### config.mk
export PLATFORM = sky130hd
export DESIGN_NAME = pipe_skid_reg
export DESIGN_NICKNAME = d
export VERILOG_FILES = /design/src/rtl/pipe_skid_reg_pkg.sv /design/src/rtl/pipe_skid_reg.sv
export SDC_FILE = /design/constraint.sdc
export NUM_CORES = 1
export LEC_CHECK = 0
export BUFFER_PORTS_ARGS = -buffer_cell sky130_fd_sc_hd__buf_2
export CAP_MARGIN = 5
export CORE_MARGIN = 5
export CORE_UTILIZATION = 40
export DETAILED_ROUTE_END_ITERATION = 12
export PLACE_DENSITY_LB_ADDON = 0.3
export SLEW_MARGIN = 20
export SYNTH_ARGS = -nofsm -noshare
export SYNTH_HDL_FRONTEND = slang
export SYNTH_SLANG_ARGS = --single-unit
### constraint.sdc
create_clock -name clk_i -period 1.7 [get_ports clk_i]
set_input_delay 0.17 -clock clk_i [delete_from_list [all_inputs] [get_ports clk_i]]
set_output_delay 0.17 -clock clk_i [all_outputs]
set_load 0.05 [all_outputs]
### src/rtl/pipe_skid_reg_pkg.sv
// Shared pipeline package: stage occupancy encoding and default payload width
// for the skid-buffered stage registers feeding the operand/write-back selectors.
package pipe_skid_reg_pkg;

  localparam int PS_DEFAULT_SIZE = 32;

  // The encoding doubles as the occupancy count presented on count_o
  typedef enum logic [1:0] {
    PS_EMPTY = 2'd0,
    PS_ONE   = 2'd1,
    PS_FULL  = 2'd2
  } ps_state_e;

endpackage

### src/rtl/pipe_skid_reg.sv
// Two-entry skid-buffered pipeline stage register with valid/ready handshake
// and flush; main register drives the selector, skid absorbs one stall word.
module pipe_skid_reg
  import pipe_skid_reg_pkg::*;
#(
  parameter int size = PS_DEFAULT_SIZE
) (
  input  logic            clk_i,
  input  logic            rst_i,
  input  logic            flush_i,
  input  logic            in_valid_i,
  output logic            in_ready_o,
  input  logic [size-1:0] in_data_i,
  output logic            out_valid_o,
  input  logic            out_ready_i,
  output logic [size-1:0] out_data_o,
  output logic [1:0]      count_o
);

  ps_state_e       state_q;
  ps_state_e       state_d;
  logic            in_ready_q;
  logic            out_valid_q;
  logic [size-1:0] main_q;
  logic [size-1:0] skid_q;

  logic in_fire;
  logic out_fire;
  logic load_main_in;
  logic load_main_skid;
  logic load_skid;

  assign in_fire  = in_valid_i & in_ready_q;
  assign out_fire = out_valid_q & out_ready_i;

  // Next occupancy and payload moves; a flush squashes every load but an
  // accompanying out_fire has still been taken by downstream.
  always_comb begin
    state_d        = state_q;
    load_main_in   = 1'b0;
    load_main_skid = 1'b0;
    load_skid      = 1'b0;
    if (flush_i) begin
      state_d = PS_EMPTY;
    end else begin
      unique case (state_q)
        PS_EMPTY: begin
          if (in_fire) begin
            load_main_in = 1'b1;
            state_d      = PS_ONE;
          end
        end
        PS_ONE: begin
          if (in_fire && out_fire) begin
            load_main_in = 1'b1;
          end else if (in_fire) begin
            load_skid = 1'b1;
            state_d   = PS_FULL;
          end else if (out_fire) begin
            state_d = PS_EMPTY;
          end
        end
        PS_FULL: begin
          if (out_fire) begin
            load_main_skid = 1'b1;
            state_d        = PS_ONE;
          end
        end
        default: state_d = PS_EMPTY;
      endcase
    end
  end

  // Handshake flags are registered off the next state so in_ready_o never
  // sees a combinational path from out_ready_i.
  always_ff @(posedge clk_i) begin
    if (rst_i) begin
      state_q     <= PS_EMPTY;
      in_ready_q  <= 1'b1;
      out_valid_q <= 1'b0;
    end else begin
      state_q     <= state_d;
      in_ready_q  <= (state_d != PS_FULL);
      out_valid_q <= (state_d != PS_EMPTY);
    end
  end

  // Payload is never cleared on pop, only by reset; consumers qualify with valid
  always_ff @(posedge clk_i) begin
    if (rst_i) begin
      main_q <= '0;
      skid_q <= '0;
    end else begin
      if (load_main_in) begin
        main_q <= in_data_i;
      end else if (load_main_skid) begin
        main_q <= skid_q;
      end
      if (load_skid) begin
        skid_q <= in_data_i;
      end
    end
  end

  assign in_ready_o  = in_ready_q;
  assign out_valid_o = out_valid_q;
  assign out_data_o  = main_q;
  assign count_o     = state_q;

endmodule
## After elaboration in Yosys (flattened, before gate mapping)

Cells that the tools add are included.

- Reductions and logical operators: 4
- Bitwise logic cells: 2
- Mux-type cells: 19
- Eq/ne operators: 3

Operator list:

| kind | number |
|---|---|
| $mux W32 | 2 |
| $mux W2 | 6 |
| $mux W1 | 9 |
| $pmux W2 S3 | 1 |
| $reduce_bool A2 Y1 | 2 |
| $and A1 B1 Y1 | 2 |
| $eq A2 B1 Y1 const B | 1 |
| $eq A2 B2 Y1 const B | 1 |
| $logic_not A2 Y1 | 1 |
| $ne A2 B2 Y1 const B | 1 |
| $pmux W1 S2 | 1 |
| $logic_and A1 B1 Y1 | 1 |

- Logic and storage cells: 33
- Flip-flop bits (word level): 68

## Logic depth before layout (Yosys ltp)

- Word-level depth: 7
- Gate-level depth with buffers: 5
- Mapped depth without buffers: 3

## Least setup slack after synthesis

OpenSTA, ideal clock, no wires.

- Path kind: register to register
- Start point: register state_q[1] (netlist: count_o[1])
- End point: register main_q[29] (netlist: out_data_o[29])
- Period minus slack after synthesis: 1.637 ns
- Buffers on the path: 2
- Path slack: 0.063 ns
- Stages on the path, launching flop included: 6
- Arrival: 1.549 ns
- Required time: 1.612 ns
- Path through: dfxtp_1 > and4b_1 > buf_4 > buf_6 > nand3b_1 > a311oi_2

- Cells in the longest elaborated chain, start to end: 4

RTL lines:

| element | line | source |
|---|---|---|
| start: declaration | pipe_skid_reg.sv:20 | `ps_state_e state_q;` |
| start signal: assignment | pipe_skid_reg.sv:82 | `state_q <= state_d;` |
| $eq A2 B1 Y1 (tied with other cells) | pipe_skid_reg.sv:46 | `unique case (state_q)` |
| $pmux W1 S2 / $mux W1 (equally long branches) | pipe_skid_reg.sv:46 |  |
| $mux W1 | pipe_skid_reg.sv:43 | `if (flush_i) begin` |
| $mux W32 / $reduce_bool A2 Y1 (equally long branches) | n/a |  |
| end signal: assignment | pipe_skid_reg.sv:95 | `main_q <= in_data_i;` |
| end signal: assignment | pipe_skid_reg.sv:97 | `main_q <= skid_q;` |
| end: declaration | pipe_skid_reg.sv:24 | `logic [size-1:0] main_q;` |

Parallel ways exist; a longest one is shown, timed or not.
A chain may end at the register's enable or synchronous reset.

## Worst setup path in the final report

- Start point: register state_q[0] (netlist: count_o[0])
- End point: register main_q[5] (netlist: out_data_o[5])

The elaborated chain is that of the path after synthesis.

==> reports/results.tsv <==
metric	value	unit
area_growth	21.4	%
rsz0062_at_grt	false	
dr_wl_met2	3990	um
crit_type	flop to flop	
syn_inst	357	
syn_avg_cell_area	8.70	sq um
antenna_found_initial	0	
grt.overflow.total	0	
setup_tns	0	ns
clkLatencyLatePin	0.34	ns
synth-seq-area-share	43.9	%
start_kind	flop	
skew	0.00847	ns
period_share	88.8	%
cts.reportedPaths.clkPinSlew	0.08	ns
fill_cells	754	
rows	32	
grt_usage	17.8	%
grt_pass1_vias	2873	
synth_nets	394	
slew_violations	0	
maxCapViolations	0	
yosys_warnings	0	
tritoncts	built	
powerDensity	1080	nW/um^2
cellLeakagePower	0.00136	uW
status	completed	
via_per_inst	5.85	
coreArea	7650	sq um
numPortBuffers	72	
max_freq	663	MHz
num_io_pins	73	
vias	3022	
wl_met1	3970	um
cts_buffers	9	
worst_pin_slew	0.406	ns
cts.repair.resized	0	
post-dp-hpwl	5350	um
grt_max_degree	36	
dr_wl_met3	480	um
cp_data_required_time	1.94	ns
ctsRootBufferMaster	clkbuf_8	
dieHeight	98.1	um
start_util	40.6	%
post_cts_buffers	0	
period_minus_slack	1.51	ns
r2r-start	count_o[0]$_SDFF_PP0_	
slew_headroom	72.9	%
critPathCaptureType	flop	
drive_gt1_share	26.7	%
cts.htree.levels	3	
min_path_type	primary input to flop	
cts_sinks	68	
drt_wl_total	8520	um
final_util	49.3	%
detail-route-antenna-nets	0	
synth_seq_cells	68	
crit_arrival	1.75	ns
grt_pass1_wl	14200	um
cts_max_path_buffers	2	
ctsHoldBuffers	0	
die_area	9620	sq um
place_inst	501	
setup_violations	0	
wl_per_cell	16.5	um
hold_start	in_data_i[15]	
top_layer	met4	
drcViolationCount	0	
synth_cell_types	27	
first_iter_violations	233	
diodes	0	
cp_max_fo	29	
ff_latch_area	1360	sq um
irDropWorstVdd	0.495	mV
startpoint	count_o[0]$_SDFF_PP0_	
drt_pre_antenna_iters	5	
synthesis.area	3100	sq um
place.gp.congestion	0.829	
hold_viol_final	0	
fp.dieW	98.1	um
multi_input_area	1500	sq um
final_nets	447	
instances_no_fill	517	
[layer usage]
| metal | GRT usage [%] | vias to the layer above |
|---|---|---|
| li1 | - | 1455 |
| met3 | 4.86 | 9 |
| met4 | 5.22 | 0 |
| met2 | 27.6 | 84 |
| met1 | 24.2 | 1474 |
| met5 | 0 | - |
[synthesized netlist by cell type]
| library cell | count | area, sq um |
|---|---|---|
| a21bo_2 | 1 | 10.0 |
| nand2_4 | 1 | 11.3 |
| nor2_1 | 1 | 3.75 |
| dfxtp_1 | 68 | 1360 |
| a21oi_1 | 33 | 165 |
| o211ai_1 | 1 | 7.51 |
| inv_1 | 1 | 3.75 |
| buf_2 | 10 | 50.1 |
| a311oi_1 | 29 | 254 |
| buf_4 | 7 | 52.6 |
| nand3b_1 | 33 | 248 |
| o21a_1 | 1 | 7.51 |
| a21boi_1 | 1 | 7.51 |
| nor3_1 | 32 | 160 |
| and4_1 | 1 | 8.76 |
| clkbuf_1 | 22 | 82.6 |
| nand3_1 | 32 | 160 |
| nand4bb_1 | 1 | 11.3 |
| nand2_1 | 2 | 7.51 |
| and4b_1 | 2 | 20.0 |
| nand4b_1 | 1 | 8.76 |
| nor2b_1 | 1 | 6.26 |
| o21ai_0 | 65 | 325 |
| and4bb_2 | 1 | 12.5 |
| nand4_1 | 1 | 6.26 |
| a311oi_2 | 3 | 45.0 |
| buf_6 | 6 | 67.6 |
[cell families (layout without fill, tap and decap cells)]
| family | count (synthesis) | after routing | share of synthesized area, % |
|---|---|---|---|
| buf+inv | 46 | 104 | 8.26 |
| simple gates | 109 | 109 | 21.4 |
| flops | 68 | 68 | 43.9 |
| compound gates | 134 | 134 | 26.5 |
[state kept, by name, indices dropped and copies added, names as in the netlist]
name	count
out_data_o	32
skid_q	32
count_o	2
out_valid_o	1
in_ready_o	1
[where the power goes]
group          leakage, uW  total [uW]  internal (uW)  switching, uW
Clock             0.000133        1750           1120            628
Sequential        0.000555        1700           1660           36.6
Combinational     0.000668         620            176            444
[per-stage QoR]
step                      setup WS [ns]  hold WS (ns)  instance area (sq um)  total power [uW]
final                             0.191        0.0829                   3770              4070
after global placement            0.273         0.438                   3510              2350
after global routing             0.0744        0.0743                   3770              4230
after CTS                         0.211        0.0680                   3770              4100
after detailed placement          0.230         0.445                   3510              2360
after floorplan                  0.0628         0.318                   3100              2170
[final timing paths]
path | end | slack [ns] | depth (start not counted)
max reg2reg | out_data_o[5]$_SDFFE_PP0P_ | 0.19 | 4
min | skid_q[15]$_SDFFE_PP0P_ | 0.08 | 3
min reg2reg | skid_q[0]$_SDFFE_PP0P_ | 0.48 | 2
max | out_data_o[5]$_SDFFE_PP0P_ | 0.19 | 4
[cells in the final DEF, fill, tap and decap left out, types with 2 or more instances in the layout]
cell type,n
a21oi_1,33
a311oi_1,29
a311oi_2,3
and4b_1,2
buf_12,3
buf_2,72
buf_4,12
bufinv_16,4
clkbuf_8,9
clkinv_2,2
dfxtp_1,68
nand2_1,2
nand3_1,32
nand3b_1,33
nor3_1,32
o21ai_0,65
[area by class of cell]
| type | instances | share of cell area, % |
|---|---|---|
| Timing Repair Buffer | 87 | 13.5 |
| Clock buffer | 9 | 3.29 |
| Clock inverter | 7 | 3.69 |
| Multi-Input combinational cell | 243 | 39.9 |
| Sequential cell | 68 | 36.1 |
| Tap cell | 102 | 3.39 |
| Inverter | 1 | 0.0996 |
[critical path, cell delays in order, from the launching register on]
cell	delay (ns)
dfxtp_1	0.46
a21boi_4	0.36
buf_12	0.21
nor3_1	0.07
a311oi_1	0.29
No activity file was read; power rests on OpenSTA's default activity.
